$ cat src/rtl/apb4_master.sv
// APB4 requester: turns single-word valid/ready commands into SETUP/ACCESS transfers
// and returns read data plus error/timeout status on a valid/ready response port.
module apb4_master #(
  parameter int ADDR_WIDTH     = 32,
  parameter int DATA_WIDTH     = 32,
  parameter int TIMEOUT_CYCLES = 16
) (
  input  logic                    clk,
  input  logic                    rst,
  input  logic                    cmd_valid,
  output logic                    cmd_ready,
  input  logic                    cmd_write,
  input  logic [ADDR_WIDTH-1:0]   cmd_addr,
  input  logic [DATA_WIDTH-1:0]   cmd_wdata,
  input  logic [DATA_WIDTH/8-1:0] cmd_strb,
  input  logic [2:0]              cmd_prot,
  output logic                    rsp_valid,
  input  logic                    rsp_ready,
  output logic [DATA_WIDTH-1:0]   rsp_rdata,
  output logic                    rsp_err,
  output logic                    rsp_timeout,
  output logic [ADDR_WIDTH-1:0]   paddr,
  output logic                    psel,
  output logic                    penable,
  output logic                    pwrite,
  output logic [DATA_WIDTH-1:0]   pwdata,
  output logic [DATA_WIDTH/8-1:0] pstrb,
  output logic [2:0]              pprot,
  input  logic [DATA_WIDTH-1:0]   prdata,
  input  logic                    pready,
  input  logic                    pslverr
);

  localparam int STRB_WIDTH = DATA_WIDTH / 8;
  localparam int CNT_WIDTH  = (TIMEOUT_CYCLES == 0) ? 1 : $clog2(TIMEOUT_CYCLES + 1);
  localparam logic [CNT_WIDTH-1:0] CNT_LAST =
    CNT_WIDTH'((TIMEOUT_CYCLES == 0) ? 0 : TIMEOUT_CYCLES - 1);

  localparam logic [1:0] IDLE   = 2'd0;
  localparam logic [1:0] SETUP  = 2'd1;
  localparam logic [1:0] ACCESS = 2'd2;
  localparam logic [1:0] RESP   = 2'd3;

  logic [1:0]            state_q,       state_d;
  logic [CNT_WIDTH-1:0]  cnt_q,         cnt_d;
  logic [ADDR_WIDTH-1:0] paddr_q,       paddr_d;
  logic                  psel_q,        psel_d;
  logic                  penable_q,     penable_d;
  logic                  pwrite_q,      pwrite_d;
  logic [DATA_WIDTH-1:0] pwdata_q,      pwdata_d;
  logic [STRB_WIDTH-1:0] pstrb_q,       pstrb_d;
  logic [2:0]            pprot_q,       pprot_d;
  logic                  rsp_valid_q,   rsp_valid_d;
  logic [DATA_WIDTH-1:0] rsp_rdata_q,   rsp_rdata_d;
  logic                  rsp_err_q,     rsp_err_d;
  logic                  rsp_timeout_q, rsp_timeout_d;
  logic                  timeout_hit;

  // A zero TIMEOUT_CYCLES leaves the ACCESS phase unbounded.
  assign timeout_hit = (TIMEOUT_CYCLES != 0) && (cnt_q == CNT_LAST);

  always_comb begin
    state_d       = state_q;
    cnt_d         = cnt_q;
    paddr_d       = paddr_q;
    psel_d        = psel_q;
    penable_d     = penable_q;
    pwrite_d      = pwrite_q;
    pwdata_d      = pwdata_q;
    pstrb_d       = pstrb_q;
    pprot_d       = pprot_q;
    rsp_valid_d   = rsp_valid_q;
    rsp_rdata_d   = rsp_rdata_q;
    rsp_err_d     = rsp_err_q;
    rsp_timeout_d = rsp_timeout_q;

    case (state_q)
      IDLE: begin
        if (cmd_valid) begin
          paddr_d   = cmd_addr;
          pwrite_d  = cmd_write;
          pprot_d   = cmd_prot;
          pwdata_d  = cmd_write ? cmd_wdata : '0;
          pstrb_d   = cmd_write ? cmd_strb  : '0;
          psel_d    = 1'b1;
          penable_d = 1'b0;
          cnt_d     = '0;
          state_d   = SETUP;
        end
      end
      SETUP: begin
        penable_d = 1'b1;
        state_d   = ACCESS;
      end
      ACCESS: begin
        // A completing pready takes priority over a timeout in the same cycle.
        if (pready) begin
          rsp_rdata_d   = pwrite_q ? '0 : prdata;
          rsp_err_d     = pslverr;
          rsp_timeout_d = 1'b0;
          rsp_valid_d   = 1'b1;
          psel_d        = 1'b0;
          penable_d     = 1'b0;
          state_d       = RESP;
        end else begin
          cnt_d = cnt_q + CNT_WIDTH'(1);
          if (timeout_hit) begin
            rsp_rdata_d   = '0;
            rsp_err_d     = 1'b1;
            rsp_timeout_d = 1'b1;
            rsp_valid_d   = 1'b1;
            psel_d        = 1'b0;
            penable_d     = 1'b0;
            state_d       = RESP;
          end
        end
      end
      RESP: begin
        if (rsp_ready) begin
          rsp_valid_d = 1'b0;
          state_d     = IDLE;
        end
      end
      default: begin
        psel_d      = 1'b0;
        penable_d   = 1'b0;
        rsp_valid_d = 1'b0;
        state_d     = IDLE;
      end
    endcase
  end

  always_ff @(posedge clk or posedge rst) begin
    if (rst) begin
      state_q       <= IDLE;
      cnt_q         <= '0;
      paddr_q       <= '0;
      psel_q        <= 1'b0;
      penable_q     <= 1'b0;
      pwrite_q      <= 1'b0;
      pwdata_q      <= '0;
      pstrb_q       <= '0;
      pprot_q       <= '0;
      rsp_valid_q   <= 1'b0;
      rsp_rdata_q   <= '0;
      rsp_err_q     <= 1'b0;
      rsp_timeout_q <= 1'b0;
    end else begin
      state_q       <= state_d;
      cnt_q         <= cnt_d;
      paddr_q       <= paddr_d;
      psel_q        <= psel_d;
      penable_q     <= penable_d;
      pwrite_q      <= pwrite_d;
      pwdata_q      <= pwdata_d;
      pstrb_q       <= pstrb_d;
      pprot_q       <= pprot_d;
      rsp_valid_q   <= rsp_valid_d;
      rsp_rdata_q   <= rsp_rdata_d;
      rsp_err_q     <= rsp_err_d;
      rsp_timeout_q <= rsp_timeout_d;
    end
  end

  assign cmd_ready   = (state_q == IDLE);
  assign paddr       = paddr_q;
  assign psel        = psel_q;
  assign penable     = penable_q;
  assign pwrite      = pwrite_q;
  assign pwdata      = pwdata_q;
  assign pstrb       = pstrb_q;
  assign pprot       = pprot_q;
  assign rsp_valid   = rsp_valid_q;
  assign rsp_rdata   = rsp_rdata_q;
  assign rsp_err     = rsp_err_q;
  assign rsp_timeout = rsp_timeout_q;

endmodule

$ cat config.mk
export PLATFORM = sky130hd
export DESIGN_NAME = apb4_master
export DESIGN_NICKNAME = d
export VERILOG_FILES = /design/src/rtl/apb4_master.sv
export SDC_FILE = /design/constraint.sdc
export NUM_CORES = 1
export LEC_CHECK = 0
export CAP_MARGIN = 0
export CORE_MARGIN = 5
export CORE_UTILIZATION = 40
export DETAILED_ROUTE_END_ITERATION = 12
export HOLD_SLACK_MARGIN = 0.08
export PLACE_DENSITY = 0.8
export SLEW_MARGIN = 15
export SYNTH_ARGS = -nofsm -noshare
export SYNTH_HDL_FRONTEND = slang
export SYNTH_SLANG_ARGS = --single-unit
$ cat constraint.sdc
create_clock -name clk -period 12.7 [get_ports clk]
set_input_delay 3.81 -clock clk [delete_from_list [all_inputs] [get_ports clk]]
set_output_delay 3.81 -clock clk [all_outputs]
set_load 0.01 [all_outputs]
# --- Word-level counts from Yosys, hierarchy flattened ---
# Index checks and enable logic that the tools add are counted.
totals:
  reg_bits: 116
  in_bits: 110
  output_inout_bits: 110
  wordCells: 59
classes:
  addsub: 1
  n_eq_ne: 8
  muxes: 25
  reduce_logical: 12
op_table:
  columns: ["cell", "count"]
  rows:
  - ["32-bit 2-to-1 mux", 4]
  - ["3-bit AND reduction", 5]
  - ["5-bit 2-to-1 mux", 2]
  - ["5-bit case mux with 2 select lines", 1]
  - ["1-bit 2-to-1 mux", 9]
  - ["2-bit 2-to-1 mux", 4]
  - ["2-bit case mux with 4 select lines", 1]
  - ["2-bit inequality test, second input constant", 3]
  - ["2-bit nonzero test", 3]
  - ["5-bit by 1-bit adder with 5-bit output, second input constant", 1]
  - ["5-bit by 4-bit equality test with 1-bit output, second input constant", 1]
  - ["2-bit equality test, second input constant", 2]
  - ["4-bit 2-to-1 mux", 1]
  - ["1-bit case mux with 2 select lines", 2]
  - ["2-bit AND reduction", 2]
  - ["3-bit inequality test, second input constant", 1]
  - ["1-bit case mux with 3 select lines", 1]
  - ["3-bit nonzero test", 1]
  - ["2-bit by 1-bit equality test with 1-bit output, second input constant", 1]
  - ["2-bit logical NOT", 1]

# --- Depth between registers and ports, before layout ---
depth:
  depth_word: 4
  mapped_depth: 7
  ltp_nobuf: 6

# --- Least setup slack after synthesis ---
# No wires, ideal clock.
synth_timing:
  path_type: "input-to-reg"
  start: "input pready"
  end: "register penable_q (netlist: penable)"
  setup_ns: 0.138
  arrival_time_ns: 4.596
  t_required_ns: 12.562
  path_slack_ns: 7.966
  stages: 4
  n_path_buf: 1
  cell_sequence: "buf_2 or3b_2 a21oi_1 a211oi_1"
synth_via:
  elab_chain_cells: 2
  elab_cells_between_ends: 4
  cone_classes: "1 x eq/ne; 2 x mux; 1 x reduce/logical"
synth_lines:
  columns: ["element", "line", "source"]
  rows:
  - ["start: declaration", "30", "input logic pready,"]
  - ["3-bit inequality test (no source line) or 1-bit 2-to-1 mux (tied branches)", null, null]
  - ["3-bit AND reduction (no source line) or 1-bit case mux with 3 select lines (tied branches)", null, null]
  - ["end signal: assignment", "153", "penable_q <= penable_d;"]
  - ["end: declaration", "48", "logic penable_q, penable_d;"]
# Parallel ways exist; a longest one is shown, timed or not.
# A chain may end at the register's enable or synchronous reset.

# --- Worst setup path in the final report ---
layout_timing:
  start: "register state_q[0]"
  end: "output cmd_ready"
layout_via:
  elab_chain_cells: 1
layout_lines:
  columns: ["element", "line", "source"]
  rows:
  - ["start: declaration", "44", "logic [1:0] state_q, state_d;"]
  - ["start signal: assignment", "149", "state_q <= state_d;"]
  - ["2-bit logical NOT", "165", "assign cmd_ready = (state_q == IDLE);"]
  - ["end: declaration", "11", "output logic cmd_ready,"]
# Every way passes these cells.

==> results by group <==
Status
  – Outcome: completed

Logic synthesis
  – Yosys Warn Count: 0
  – Synth async-reset ratio: 1.00
  – Seq cells post-synth: 116
  – Top post-synthesis cells by count: 116 x dfrtp_1, 82 x nand2_1, 41 x o21ai_0
  – Syn Inst Count: 382
  – Largest cells by area after synthesis: dfrtp_1 63%, mux2_2 9.1%, nand2_1 6.7%
  – Synthesized area: 0.00458 sq mm
  – Post-synth EDFFs: 0
  – Syn_nets: 499
  – Post-synthesis average cell area: 12.0 sq um
  – Top cell type's share of synthesized area: 0.634
  – Synth area leader: dfrtp_1
  – Most common cell in the netlist: dfrtp_1
  – Yosys cell types: 28
  – Register area share after synthesis: 0.634
  – Synth Flop Type: dfrtp_1

Drt
  – Final ANT Viol Nets: 0
  – Avg WL per Cell: around 17 um
  – Detailed Routing Iterations Pass 1: 4
  – Drt drc: 0
  – DR vias: 3710
  – Routed WL: ~13000 um
  – Via/cell ratio: 4.92
  – Initial DRC Count: 259

Critical path
  – Worst Path Max Fanout: 6
  – Crit path capture type: output port
  – Critical Path Max Stage Delay: 0.61 ns
  – Startpoint Class: register
  – CP max stage cell: clkdlybuf4s50_1
  – Critical Path AT: 1.88 ns
  – Reg2Reg Depth: 4
  – CP Class: reg -> out
  – Crit path cell chain: inv_1 -> ha_1 -> clkdlybuf4s50_1
  – Critical path data required time: around 9 ns

Global routing
  – Largest net degree at the start of global routing: 109
  – Tot GR Track Use: 0.181
  – Initial antenna violation count: 0
  – First-pass GRT wire length: 19100 um
  – Gr ovfl total: 0
  – Vias in the first global route: 3750

Placed design
  – Placed cell count: between 700 and 800
  – Placer Congestion: 0.790
  – HPWL Detailed: 8930 um
  – Port bufs: roughly 220

Timing
  – Final TNS setup: 0 ns
  – Final setup fails: 0
  – Final min period: 5.69 ns
  – Hold Vio Cnt, Final: 0
  – Tcrit/Tclk final: 0.448
  – FMAX: 176 MHz
  – RSZ-0062 raised after global routing: false
  – Final Skew: ~0.015 ns
  – Slew HR: 0.264
  – Worst Max-Slew Pin Slew: 1.10 ns
  – Final slew viol count: 0

Cells and area
  – Ratio of cells with drive above 1 in the final layout: 0.129
  – Fillers: 866
  – Cell Count, Final, Fillers Out: 754
  – # nets final: 715
  – Area grow syn2layout: 63.6%
  – Util after Layout: 0.661
  – Antenna cells: 0

Floorplanning
  – Initial Utilization: 0.404
  – DIE AREA: 0.0137 sq mm
  – Die Wd: 117 um
  – Row count: 39
  – Top Ports: 220
  – Core Area: 0.0113 sq mm
  – DIE HEIGHT: 117 um

Run
  – Max Cap Viol: 0

CTS
  – Clk_lat worst skew: 0.41 ns
  – H-tree Lvls: 4
  – Clk pin slew, worst setup/hold paths: about 0.06 ns
  – Root buffer cell: clkbuf_16
  – Post CTS Setup Buffer Count: 0
  – CTS sink cnt: around 120
  – CTS Buffer Depth: 2
  – Hold-fix buffers, CTS: 0
  – Num CTS Buffers: 17
  – Post_cts resized: 0
  – CTS tree: yes

Power and ir drop
  – Peak supply drop: between 150 and 200 uV
  – PwrDens: roughly 250 mW/mm^2
  – Pwr Total: 1.85 mW
  – Pleak: 3.25 nW

Min path
  – Hold Path Class: reg -> reg
  – Worst hold stages: 2
[routing by layer]
| metal | global-route usage | routed length (um) | up-vias | part of all wire |
|---|---|---|---|---|
| li1 | - | - | 1759 | - |
| met5 | 0 | 0 | - | 0 |
| met1 | 0.221 | 4990 | 1787 | 0.39 |
| met2 | 0.294 | 6360 | 151 | 0.50 |
| met4 | 0.0650 | 176 | 0 | 0.014 |
| met3 | 0.0699 | 1130 | 13 | 0.089 |
[cell families after synthesis]
| family | after synthesis | share of synthesized area |
|---|---|---|
| flops | 116 | 0.634 |
| simple gates | 101 | 0.0924 |
| compound gates | 89 | 0.131 |
| mux | 38 | 0.0932 |
| buf+inv | 31 | 0.0295 |
| fa+ha+maj | 7 | 0.0191 |
[metrics by stage]
step	cell area [sq um]	hold WS (ns)	worst slack [ns]
6_report	7480	0.476	7.01
5_1_grt	7480	0.506	6.91
4_1_cts	7480	0.482	6.99
3_5_place_dp	6870	0.470	6.67
3_3_place_gp	6870	0.462	6.75
2_1_floorplan	4580	0.492	5.82
[flip-flops by register name (all words and copies together), names as in the netlist]
name	flops
paddr	32
pwdata	32
rsp_rdata	32
cnt_q	5
pstrb	4
pprot	3
state_q	2
penable	1
psel	1
pwrite	1
rsp_err	1
rsp_timeout	1
rsp_valid	1
[worst max-delay path: cells and delay by family (launching register included)]
| kind | cells | cell delay (ns) |
|---|---|---|
| adders and majority gates | 1 | 0.32 |
| DFF | 1 | 0.41 |
| buffers and inverters | 2 | 0.73 |
[final timing paths]
path | from | to | slack, ns
max | state_q[0] | cmd_ready | 7.01
min | pwdata[5] | pwdata[5] | 0.48
max reg2reg | state_q[0] | paddr[20] | 10.46
min reg2reg | pwdata[5] | pwdata[5] | 0.48
max in group asynchronous | rst | pwdata[10] | 7.55
min in group asynchronous | rst | paddr[20] | 3.87
[report_power, final]
group | switching [mW] | total (mW) | leakage (nW) | internal [mW]
logic | 0.302 | 0.739 | 1.50 | 0.436
clock network | 0.175 | 0.484 | 0.282 | 0.309
registers | 0.0956 | 0.632 | 1.46 | 0.536
total | 0.573 | 1.85 | 3.25 | 1.28
[cell usage in the layout, fill, tap and decap left out, types with 2 or more instances in the layout]
cell             instances
a21oi_1                  6
a22o_1                  35
buf_4                    3
bufinv_16                3
clkbuf_16               17
clkdlybuf4s50_1        219
clkinv_2                 2
clkinv_4                 3
clkinvlp_4               5
dfrtp_1                116
ha_1                     7
inv_1                    5
inv_6                    2
mux2_2                  37
nand2_1                 81
nand2b_1                 3
nand3_1                  4
nor2_1                   3
o21ai_0                 41
or4b_1                   2
[final cells by class]
class,instances,area (sq um),share of cell area
Clock buffer,17,425,0.0568
Clock inverter,15,181,0.0242
Inverter,6,25.0,0.00334
Multi-Input combinational cell,235,1560,0.208
Sequential cell,116,2900,0.388
Tap cell,143,179,0.0239
Timing Repair Buffer,222,2210,0.296
(Power assumes the default switching activity.)
